File: config.mk
export PLATFORM = sky130hd
export DESIGN_NAME = alu_rs
export DESIGN_NICKNAME = d
export VERILOG_FILES = /design/src/rtl/alu_rs.sv
export SDC_FILE = /design/constraint.sdc
export NUM_CORES = 1
export LEC_CHECK = 0
export ABC_AREA = 1
export ABC_CLOCK_PERIOD_IN_PS = 15000
export CAP_MARGIN = 15
export CORE_MARGIN = 4
export CORE_UTILIZATION = 59
export DETAILED_ROUTE_END_ITERATION = 12
export PLACE_DENSITY = 0.85
export SLEW_MARGIN = 20
export SYNTH_ARGS = -nofsm -noshare
export SYNTH_HDL_FRONTEND = slang
export SYNTH_SLANG_ARGS = --single-unit
export TNS_END_PERCENT = 5
File: constraint.sdc
create_clock -name clk -period 15 [get_ports clk]
set_input_delay 3 -clock clk [delete_from_list [all_inputs] [get_ports clk]]
set_output_delay 3 -clock clk [all_outputs]
set_load 0.02 [all_outputs]
File: src/rtl/alu_rs.sv
// ALU reservation station: holds dispatched ALU instructions until their operands
// arrive over the CDB, then issues the lowest-index ready entry to the ALU.
module alu_rs #(
    parameter int ENTRIES = 4,
    parameter int TAG_W   = 4
) (
    input  logic                           clk,
    input  logic                           reset,
    input  logic                           disp_valid,
    input  logic [9:0]                     disp_op,
    input  logic [TAG_W-1:0]               disp_Qj,
    input  logic [TAG_W-1:0]               disp_Qk,
    input  logic [31:0]                    disp_Vj,
    input  logic [31:0]                    disp_Vk,
    input  logic [TAG_W-1:0]               disp_tag,
    output logic                           full,
    input  logic                           cdb_valid,
    input  logic [TAG_W-1:0]               cdb_tag,
    input  logic [31:0]                    cdb_value,
    input  logic                           iss_ready,
    output logic                           iss_valid,
    output logic [31:0]                    iss_Vj,
    output logic [31:0]                    iss_Vk,
    output logic [9:0]                     iss_Op,
    output logic [TAG_W-1:0]               iss_tag,
    output logic [$clog2(ENTRIES+1)-1:0]   count
);

    localparam int CW = $clog2(ENTRIES + 1);
    localparam int IW = $clog2(ENTRIES);

    logic [ENTRIES-1:0] busy;
    logic [9:0]         op   [ENTRIES];
    logic [TAG_W-1:0]   qj   [ENTRIES];
    logic [TAG_W-1:0]   qk   [ENTRIES];
    logic [31:0]        vj   [ENTRIES];
    logic [31:0]        vk   [ENTRIES];
    logic [TAG_W-1:0]   dest [ENTRIES];

    logic          iss_hit;
    logic [IW-1:0] iss_idx;
    logic          alloc_hit;
    logic [IW-1:0] alloc_idx;
    logic [CW-1:0] occ;
    logic          cdb_live;
    logic          disp_fire;
    logic          iss_fire;

    // Selection and occupancy look only at registered state, so a slot freed by
    // issue this cycle is not visible to the allocator until the next cycle.
    always_comb begin
        iss_hit   = 1'b0;
        iss_idx   = '0;
        alloc_hit = 1'b0;
        alloc_idx = '0;
        occ       = '0;
        for (int unsigned i = ENTRIES; i > 0; i--) begin
            if (busy[i-1] && qj[i-1] == '0 && qk[i-1] == '0) begin
                iss_hit = 1'b1;
                iss_idx = IW'(i - 1);
            end
            if (!busy[i-1]) begin
                alloc_hit = 1'b1;
                alloc_idx = IW'(i - 1);
            end
            if (busy[i-1]) begin
                occ = occ + CW'(1);
            end
        end
    end

    assign count     = occ;
    assign full      = (occ == CW'(ENTRIES));
    assign cdb_live  = cdb_valid && (cdb_tag != '0);
    assign disp_fire = disp_valid && !full && alloc_hit;
    assign iss_fire  = iss_hit && iss_ready;

    always_comb begin
        iss_valid = iss_hit;
        iss_Vj    = '0;
        iss_Vk    = '0;
        iss_Op    = '0;
        iss_tag   = '0;
        if (iss_hit) begin
            iss_Vj  = vj[iss_idx];
            iss_Vk  = vk[iss_idx];
            iss_Op  = op[iss_idx];
            iss_tag = dest[iss_idx];
        end
    end

    always_ff @(posedge clk or posedge reset) begin
        if (reset) begin
            for (int unsigned i = 0; i < ENTRIES; i++) begin
                busy[i] <= 1'b0;
                op[i]   <= '0;
                qj[i]   <= '0;
                qk[i]   <= '0;
                vj[i]   <= '0;
                vk[i]   <= '0;
                dest[i] <= '0;
            end
        end else begin
            for (int unsigned i = 0; i < ENTRIES; i++) begin
                if (busy[i]) begin
                    if (cdb_live && qj[i] == cdb_tag) begin
                        qj[i] <= '0;
                        vj[i] <= cdb_value;
                    end
                    if (cdb_live && qk[i] == cdb_tag) begin
                        qk[i] <= '0;
                        vk[i] <= cdb_value;
                    end
                    if (iss_fire && iss_idx == IW'(i)) begin
                        busy[i] <= 1'b0;
                    end
                end else if (disp_fire && alloc_idx == IW'(i)) begin
                    busy[i] <= 1'b1;
                    op[i]   <= disp_op;
                    dest[i] <= disp_tag;
                    // Bypass a result broadcast in the same cycle as dispatch.
                    if (cdb_live && disp_Qj == cdb_tag) begin
                        qj[i] <= '0;
                        vj[i] <= cdb_value;
                    end else begin
                        qj[i] <= disp_Qj;
                        vj[i] <= disp_Vj;
                    end
                    if (cdb_live && disp_Qk == cdb_tag) begin
                        qk[i] <= '0;
                        vk[i] <= cdb_value;
                    end else begin
                        qk[i] <= disp_Qk;
                        vk[i] <= disp_Vk;
                    end
                end
            end
        end
    end

endmodule

# [Word level (Yosys, flattened, before mapping)]
# Index checks and enable logic that the tools add are counted.
[totals] ff_bits=348 in_bits=127 output_inout_bits=83
[classes] muxes=100 addsub=3 order_cmp=1 n_bitwise=5 eq_ne=25 reduce_logical=58
[ops] op="$mux 32" n=32
[ops] op="$bmux 32 s2" n=2
[ops] op="$mux 4" n=29
[ops] op="$eq 4x4->1" n=10
[ops] op="$logic_not 4->1" n=8
[ops] op="$logic_and 1x1->1" n=30
[ops] op="$mux 10" n=3
[ops] op="$reduce_and 2->1" n=12
[ops] op="$mux 1" n=21
[ops] op="$bmux 10 s2" n=1
[ops] op="$mux 2" n=8
[ops] op="$ne 2x1->1 const B" n=8
[ops] op="$add 3x1->3 const B" n=3
[ops] op="$mux 3" n=3
[ops] op="$bmux 4 s2" n=1
[ops] op="$eq 2x2->1 const B" n=4
[ops] op="$reduce_bool 2->1" n=4
[ops] op="$eq 2x1->1 const B" n=2
[ops] op="$logic_not 2->1" n=2
[ops] op="$not 1->1" n=4
[ops] op="$reduce_bool 4->1" n=1
[ops] op="$eq 3x3->1 const B" n=1
[ops] op="$ge 3x3->1 const B" n=1
[ops] op="$not 2->3" n=1
[ops] op="$logic_not 1->1" n=1

# [Logic depth before layout (Yosys ltp)]
[logic_depth] word_depth=14 ltp_mapped=19

# [Worst setup path after synthesis]
# Ideal clock, no wire load.
[synth_timing] path_kind="register to output" from="register busy[2]" to="output port full" required_time_ns=12.000 path_slack_ns=9.330 arrival_time_ns=2.670 path_stages_with_launch=15 cell_sequence="dfrtp_1 -> buf_4 -> inv_2 -> clkbuf_1 -> clkbuf_1 -> ha_1 -> inv_1 -> nand2_1 -> nand2_1 -> inv_1 -> ha_1 -> nand2_1 -> xor2_2 -> nand3_4 -> inv_1"
[synth_between] elab_chain_len=6
[synth_lines] element="start: declaration" line="32" text="logic [ENTRIES-1:0] busy;"
[synth_lines] element="start signal: indexed assignment" line="95" text="busy[i] <= 1'b0;"
[synth_lines] element="start signal: indexed assignment" line="115" text="busy[i] <= 1'b0;"
[synth_lines] element="start signal: indexed assignment" line="118" text="busy[i] <= 1'b1;"
[synth_lines] element="$mux 3 (*)" line="66" text="if (busy[i-1]) begin"
[synth_lines] element="$add 3x1->3" line="67" text="occ = occ + CW'(1);"
[synth_lines] element="$mux 3 (*)" line="66"
[synth_lines] element="$add 3x1->3" line="67"
[synth_lines] element="$mux 3 (*)" line="66"
[synth_lines] element="named net count[2]" line="26" text="output logic [$clog2(ENTRIES+1)-1:0] count"
[synth_lines] element="$eq 3x3->1 (*)" line="73" text="assign full = (occ == CW'(ENTRIES));"
[synth_lines] element="end: declaration" line="16" text="output logic full,"
# The timed path passes the listed nets; every way through them passes the cells marked *.

# [Worst setup path after layout]
[layout_timing] from="register qj[4] (netlist bit)" to="output port iss_Vk[30]"
[layout_between] elab_chain_len=11 word_cells_on_any_way=14 classes_between="mux (10); bitwise (1); reduce/logical (3)"
[layout_lines] element="start: declaration" line="34" text="logic [TAG_W-1:0] qj [ENTRIES];"
[layout_lines] element="start signal: indexed assignment" line="126" text="qj[i] <= disp_Qj;"
[layout_lines] element="$logic_not 4->1 (*)" line="58" text="if (busy[i-1] && qj[i-1] == '0 && qk[i-1] == '0) begin"
[layout_lines] element="$logic_and 1x1->1 (*) (2 in a row)" line="58"
[layout_lines] element="$mux 2 (3 in a row)" line="58"
[layout_lines] element="$not 2->3 (not written as such)" line="86" text="iss_Vk = vk[iss_idx];"
[layout_lines] element="$bmux 32 s2" line="86"
[layout_lines] element="$mux 32 (not written as such) (2 in a row)" line="86"
[layout_lines] element="$mux 32 (*)" line="84" text="if (iss_hit) begin"
[layout_lines] element="end: declaration" line="23" text="output logic [31:0] iss_Vk,"
# Mark *: on every way between the ends. The rest lies on a longest branch, timed or not. The select of a mux whose other input is x is not followed.

==> results by stage <==
Status:
- The flow ran to the end, and the final reports show no timing, DRC or antenna violations.

CTS:
- The CTS H-tree depth is 2.
- The post-CTS resize count is 0.
- Buffers inserted to repair hold after CTS numbered 0.
- For the worst-skew pair, the clock arrives at the later sink with an insertion delay of 550 ps.
- The TritonCTS clock tree is done.
- The longest clock path from root to sink contains 3 buffers.
- The post-CTS setup repair buffer count is 0.
- The tree is rooted in a sky130_fd_sc_hd__clkbuf_16.
- The clock-pin slew on the worst setup and hold paths is 60 ps.
- TritonCTS created 39 clock buffers.
- The clock net sink count is approximately 350.

Synthesis:
- The total nets after synthesis is 3485.
- By area the synthesized netlist is led by sky130_fd_sc_hd__dfrtp_1 (40%), sky130_fd_sc_hd__nand2_1 (31%), sky130_fd_sc_hd__nand3_1 (13%), sky130_fd_sc_hd__inv_1 (2.6%), sky130_fd_sc_hd__a21oi_1 (1.9%).
- The synthesized area per cell is 6.46 µm².
- The multiplexer share of the synthesized area is 0%.
- The fraction of the mapped netlist area in adder cells is 0.289%.
- The synthesized netlist devotes 0.919% of its cell area to XOR and XNOR gates.
- The number of warnings printed during yosys synthesis is 0.
- The synthesized design contains 0 enable-type register cells.
- After synthesis, the netlist uses 36 different library cells.
- After synthesis, flip-flops and latches occupy 40.2% of the total area.
- The instance count of the mapped netlist is 3353.
- The most used flip-flop cell after synthesis is sky130_fd_sc_hd__dfrtp_1.
- Summed over all instances, the cell type with the most area after synthesis is sky130_fd_sc_hd__dfrtp_1.
- By area, the combinational part of the netlist is dominated by simple AND/OR/NAND/NOR gates.
- In this run, synthesis produced a sequential element count of 348.
- The mapped cell area is about 0.022 mm².
- The simple logic cell fraction of the synthesized area is between 40% and 50%.
- For this run, asynchronously set or reset flops after synthesis account for 100%.
- The complex-gate fraction of the synthesized area is 4.04%.
- The synthesized design devotes to its leading area cell type slightly above 40% of total area.

Drt:
- Across all layers, the routed design uses 24261 vias.
- The first TritonRoute pass finished after 6 iterations.
- Summed over all layers, the routed wires come to a little over 80000 µm.
- The routed design uses 12100 µm of met3 wire.
- The highest metal layer with signal wires is met4.
- The post-route met1 wirelength is between 20000 and 30000 µm.
- The met2 wire length is around 35000 µm.
- The number of DRC violations after detailed-routing iteration 0 is 3252.
- In the final routed layout, each cell accounts on average for 20.7 µm.
- The detail route stage leaves a number of antenna-violating nets equal to 0.
- The DRC violation count after routing is 0.
- In the routed layout, each cell is associated on average with a via count of between 6 and 7.

Critical path:
- The type of the worst setup path is reg -> out.
- The signal on the critical path passes through nor2_1, nand2_1, nor2_1, nand2_1, nand2_1, nand2_4, nand2_4, buf_4, buf_16, nand2_1, nand2_1, nand2_1, a21oi_1, clkdlybuf4s50_1.
- The dominant cell type by count on the critical path is sky130_fd_sc_hd__nand2_1.
- In this design, the stage delay of the slowest critical-path cell is 790 ps.
- Data on the critical path arrives at its endpoint at just over 5000 ps.
- The kind of launch point of the worst setup path is a flop.
- On the critical path, the stage with the largest delay is an instance of sky130_fd_sc_hd__nand2_4.
- The worst register-to-register path begins at busy[2]$_DFF_PP0_.
- In this run the worst path has a maximum fanout of between 70 and 80.
- The kind of capture point of the worst setup path is an output port.
- The startpoint of the worst setup timing path is qj[4]$_DFFE_PP0P_.
- The data required time of the worst path is 12000 ps.

Timing:
- Static timing analysis puts the maximum clock frequency at 0.123 GHz.
- The total negative slack is 0 ps.
- Once routing completed, OpenROAD measured the worst setup slack at 6890 ps.
- The worst clock skew is 10.9 ps.
- In this run the tightest slew margin relative to its limit is a little under a fifth.
- The final max-slew violation count came to 0.
- The number of hold-slack violations in the final timing report is 0.
- The shortest clock period the worst path allows after layout is 8110 ps.
- Setup violations remaining at the end of the flow were counted as 0.
- At the pin with the least slew margin, the transition time is 1210 ps.
- In the finished design, the share of the clock period the worst path needs comes to 54.1%.
- Setup repair after global routing left no endpoint under its margin.

Hold path:
- The min-delay analysis places its worst path in the category reg -> reg.
- The source of the worst hold timing path is vk[53]$_DFFE_PP0P_.

GRT:
- The total overflow reported by the global router is 0.
- The largest net degree at the start of global routing is 150.
- The via count of the first global-routing pass was 23866.
- The global-route wire length before repair is 125000 µm.
- The overall routing resource usage is 39.5%.
- The number of antenna violations at the first check in global routing is 2.

Power:
- The worst voltage drop across the vdd grid is 0.242 mV.
- The completed layout was analyzed and its total power is 6620 µW.
- The power per cell area is 267 mW/mm².
- The static leakage is 0.0137 µW.

Final layout:
- The share of cells above drive strength 1 is 4.01%.
- The final net count is 3547.
- Relative to the synthesized area, the layout overhead comes to 14.3%.

Place:
- The routability congestion estimate is 0.904.
- The count of buffers from port buffering is 209.
- The detailed placement HPWL is roughly 45000 µm.
- The worst slack after detailed placement is 7710 ps.

Floorplanning:
- From left edge to right edge, the die measures 200 µm.
- The die footprint is 0.0398 mm².
- In this run the count of I/O pins placed on the die edge is 210.
- In this run the vertical extent of the chip is 200 µm.
- The row count is 69.
- For this configuration, the core starts out at a cell density of 60.3%.
- The standard cell core area is 0.0359 mm².

Flow run:
- The max capacitance violation total is 0.
## synthesized netlist by cell type (2+ instances only)
| library cell | number |
|---|---|
| sky130_fd_sc_hd__nor3_1 | 10 |
| sky130_fd_sc_hd__o21ai_1 | 22 |
| sky130_fd_sc_hd__inv_1 | 148 |
| sky130_fd_sc_hd__buf_2 | 67 |
| sky130_fd_sc_hd__a21oi_1 | 84 |
| sky130_fd_sc_hd__o22ai_1 | 7 |
| sky130_fd_sc_hd__clkbuf_1 | 62 |
| sky130_fd_sc_hd__nand3_2 | 6 |
| sky130_fd_sc_hd__nand3_1 | 560 |
| sky130_fd_sc_hd__o21ai_0 | 48 |
| sky130_fd_sc_hd__xnor2_1 | 13 |
| sky130_fd_sc_hd__nand2_1 | 1806 |
| sky130_fd_sc_hd__buf_6 | 10 |
| sky130_fd_sc_hd__nand3_4 | 3 |
| sky130_fd_sc_hd__nand2_4 | 6 |
| sky130_fd_sc_hd__nand4_2 | 2 |
| sky130_fd_sc_hd__nor4_2 | 2 |
| sky130_fd_sc_hd__xor2_2 | 2 |
| sky130_fd_sc_hd__nand4_1 | 5 |
| sky130_fd_sc_hd__buf_4 | 49 |
| sky130_fd_sc_hd__inv_2 | 16 |
| sky130_fd_sc_hd__ha_1 | 5 |
| sky130_fd_sc_hd__dfrtp_1 | 348 |
| sky130_fd_sc_hd__o2111ai_1 | 2 |
| sky130_fd_sc_hd__xor2_1 | 6 |
| sky130_fd_sc_hd__buf_1 | 25 |
| sky130_fd_sc_hd__nand2_2 | 4 |
| sky130_fd_sc_hd__nor2_1 | 27 |
## cells in the final DEF, fill, tap and decap left out, types with 2 or more instances in the layout
master,instances
sky130_fd_sc_hd__nand2_2,4
sky130_fd_sc_hd__clkinvlp_4,2
sky130_fd_sc_hd__a21oi_1,84
sky130_fd_sc_hd__o22ai_1,7
sky130_fd_sc_hd__dfrtp_2,4
sky130_fd_sc_hd__buf_4,23
sky130_fd_sc_hd__clkinv_2,7
sky130_fd_sc_hd__dfrtp_1,344
sky130_fd_sc_hd__diode_2,2
sky130_fd_sc_hd__nand3_4,6
sky130_fd_sc_hd__nor4_2,2
sky130_fd_sc_hd__bufinv_16,2
sky130_fd_sc_hd__nand3_2,3
sky130_fd_sc_hd__nand2_1,1804
sky130_fd_sc_hd__o21ai_1,22
sky130_fd_sc_hd__ha_1,5
sky130_fd_sc_hd__inv_1,146
sky130_fd_sc_hd__nor2_1,27
sky130_fd_sc_hd__xnor2_1,13
sky130_fd_sc_hd__clkbuf_16,41
sky130_fd_sc_hd__o2111ai_1,2
sky130_fd_sc_hd__clkbuf_8,10
sky130_fd_sc_hd__xor2_1,6
sky130_fd_sc_hd__nand4_1,5
sky130_fd_sc_hd__nand3_1,560
sky130_fd_sc_hd__nand2_4,8
sky130_fd_sc_hd__clkbuf_1,8
sky130_fd_sc_hd__o21ai_0,48
sky130_fd_sc_hd__clkdlybuf4s50_1,209
sky130_fd_sc_hd__xor2_2,2
sky130_fd_sc_hd__inv_2,15
sky130_fd_sc_hd__nor3_1,10
## kinds of logic after synthesis
logic type / Yosys count
AO/OA/AOI/OAI: 166
buffers and inverters: 378
flip-flops: 348
AND/OR/NAND/NOR: 2435
adder cells (fa/ha/maj): 5
XOR/XNOR: 21
## critical path: cells and delay by family (launching register included)
kind | cells | cell delay [ps]
and+or+nand+nor | 10 | 2050
DFF | 1 | 420
buffers and inverters | 3 | 1660
AOI/OAI and AO/OA | 1 | 340
## registers in the layout, summed over array words and instances, names as in the netlist
name / flops
qk: 16
qj: 16
busy: 4
op: 40
vk: 128
vj: 128
dest: 16
## final timing paths
path	to	slack [ps]	depth (start not counted)
worst max-delay path	iss_Vk[30]	6890	14
max in group asynchronous	vk[77]$_DFFE_PP0P_	9720	4
worst max register to register	vk[71]$_DFFE_PP0P_	9810	16
worst min register to register	vk[53]$_DFFE_PP0P_	470	2
min in group asynchronous	dest[6]$_DFFE_PP0P_	3070	2
worst min-delay path	vk[53]$_DFFE_PP0P_	470	2
## per-layer routing
metal	vias up	global-route usage, %
met3	495	11.5
met5	-	0
li1	10692	-
met1	11056	49.9
met2	2018	59.8
met4	0	24.4
## metrics by stage
stage,hold WS [ps],area [µm²],cells,utilization (%)
after detailed placement,459,23500,3835,65.3
after global routing,486,24800,3905,69.0
after global placement,454,23400,3834,65.3
after CTS,474,24800,3903,68.9
after floorplan,442,21700,3353,-
final,470,24800,3905,69.0
## layout make-up
| cell class | instances | area, µm² |
|---|---|---|
| diodes | 2 | 5.00 |
| clock buffers | 59 | 1190 |
| clock inverters | 9 | 100 |
| fillers | 3055 | 11200 |
| inverters | 165 | 632 |
| multi-input cells | 2627 | 11200 |
| flip-flops and latches | 348 | 8710 |
| well taps | 461 | 577 |
| repair buffers | 234 | 2310 |
## power breakdown
group	total (µW)	switching [µW]	internal [µW]
sequential	1630	276	1350
clock	984	403	582
combinational	4000	2780	1230
total	6620	3460	3160
Power figures use the tool's default switching activity.
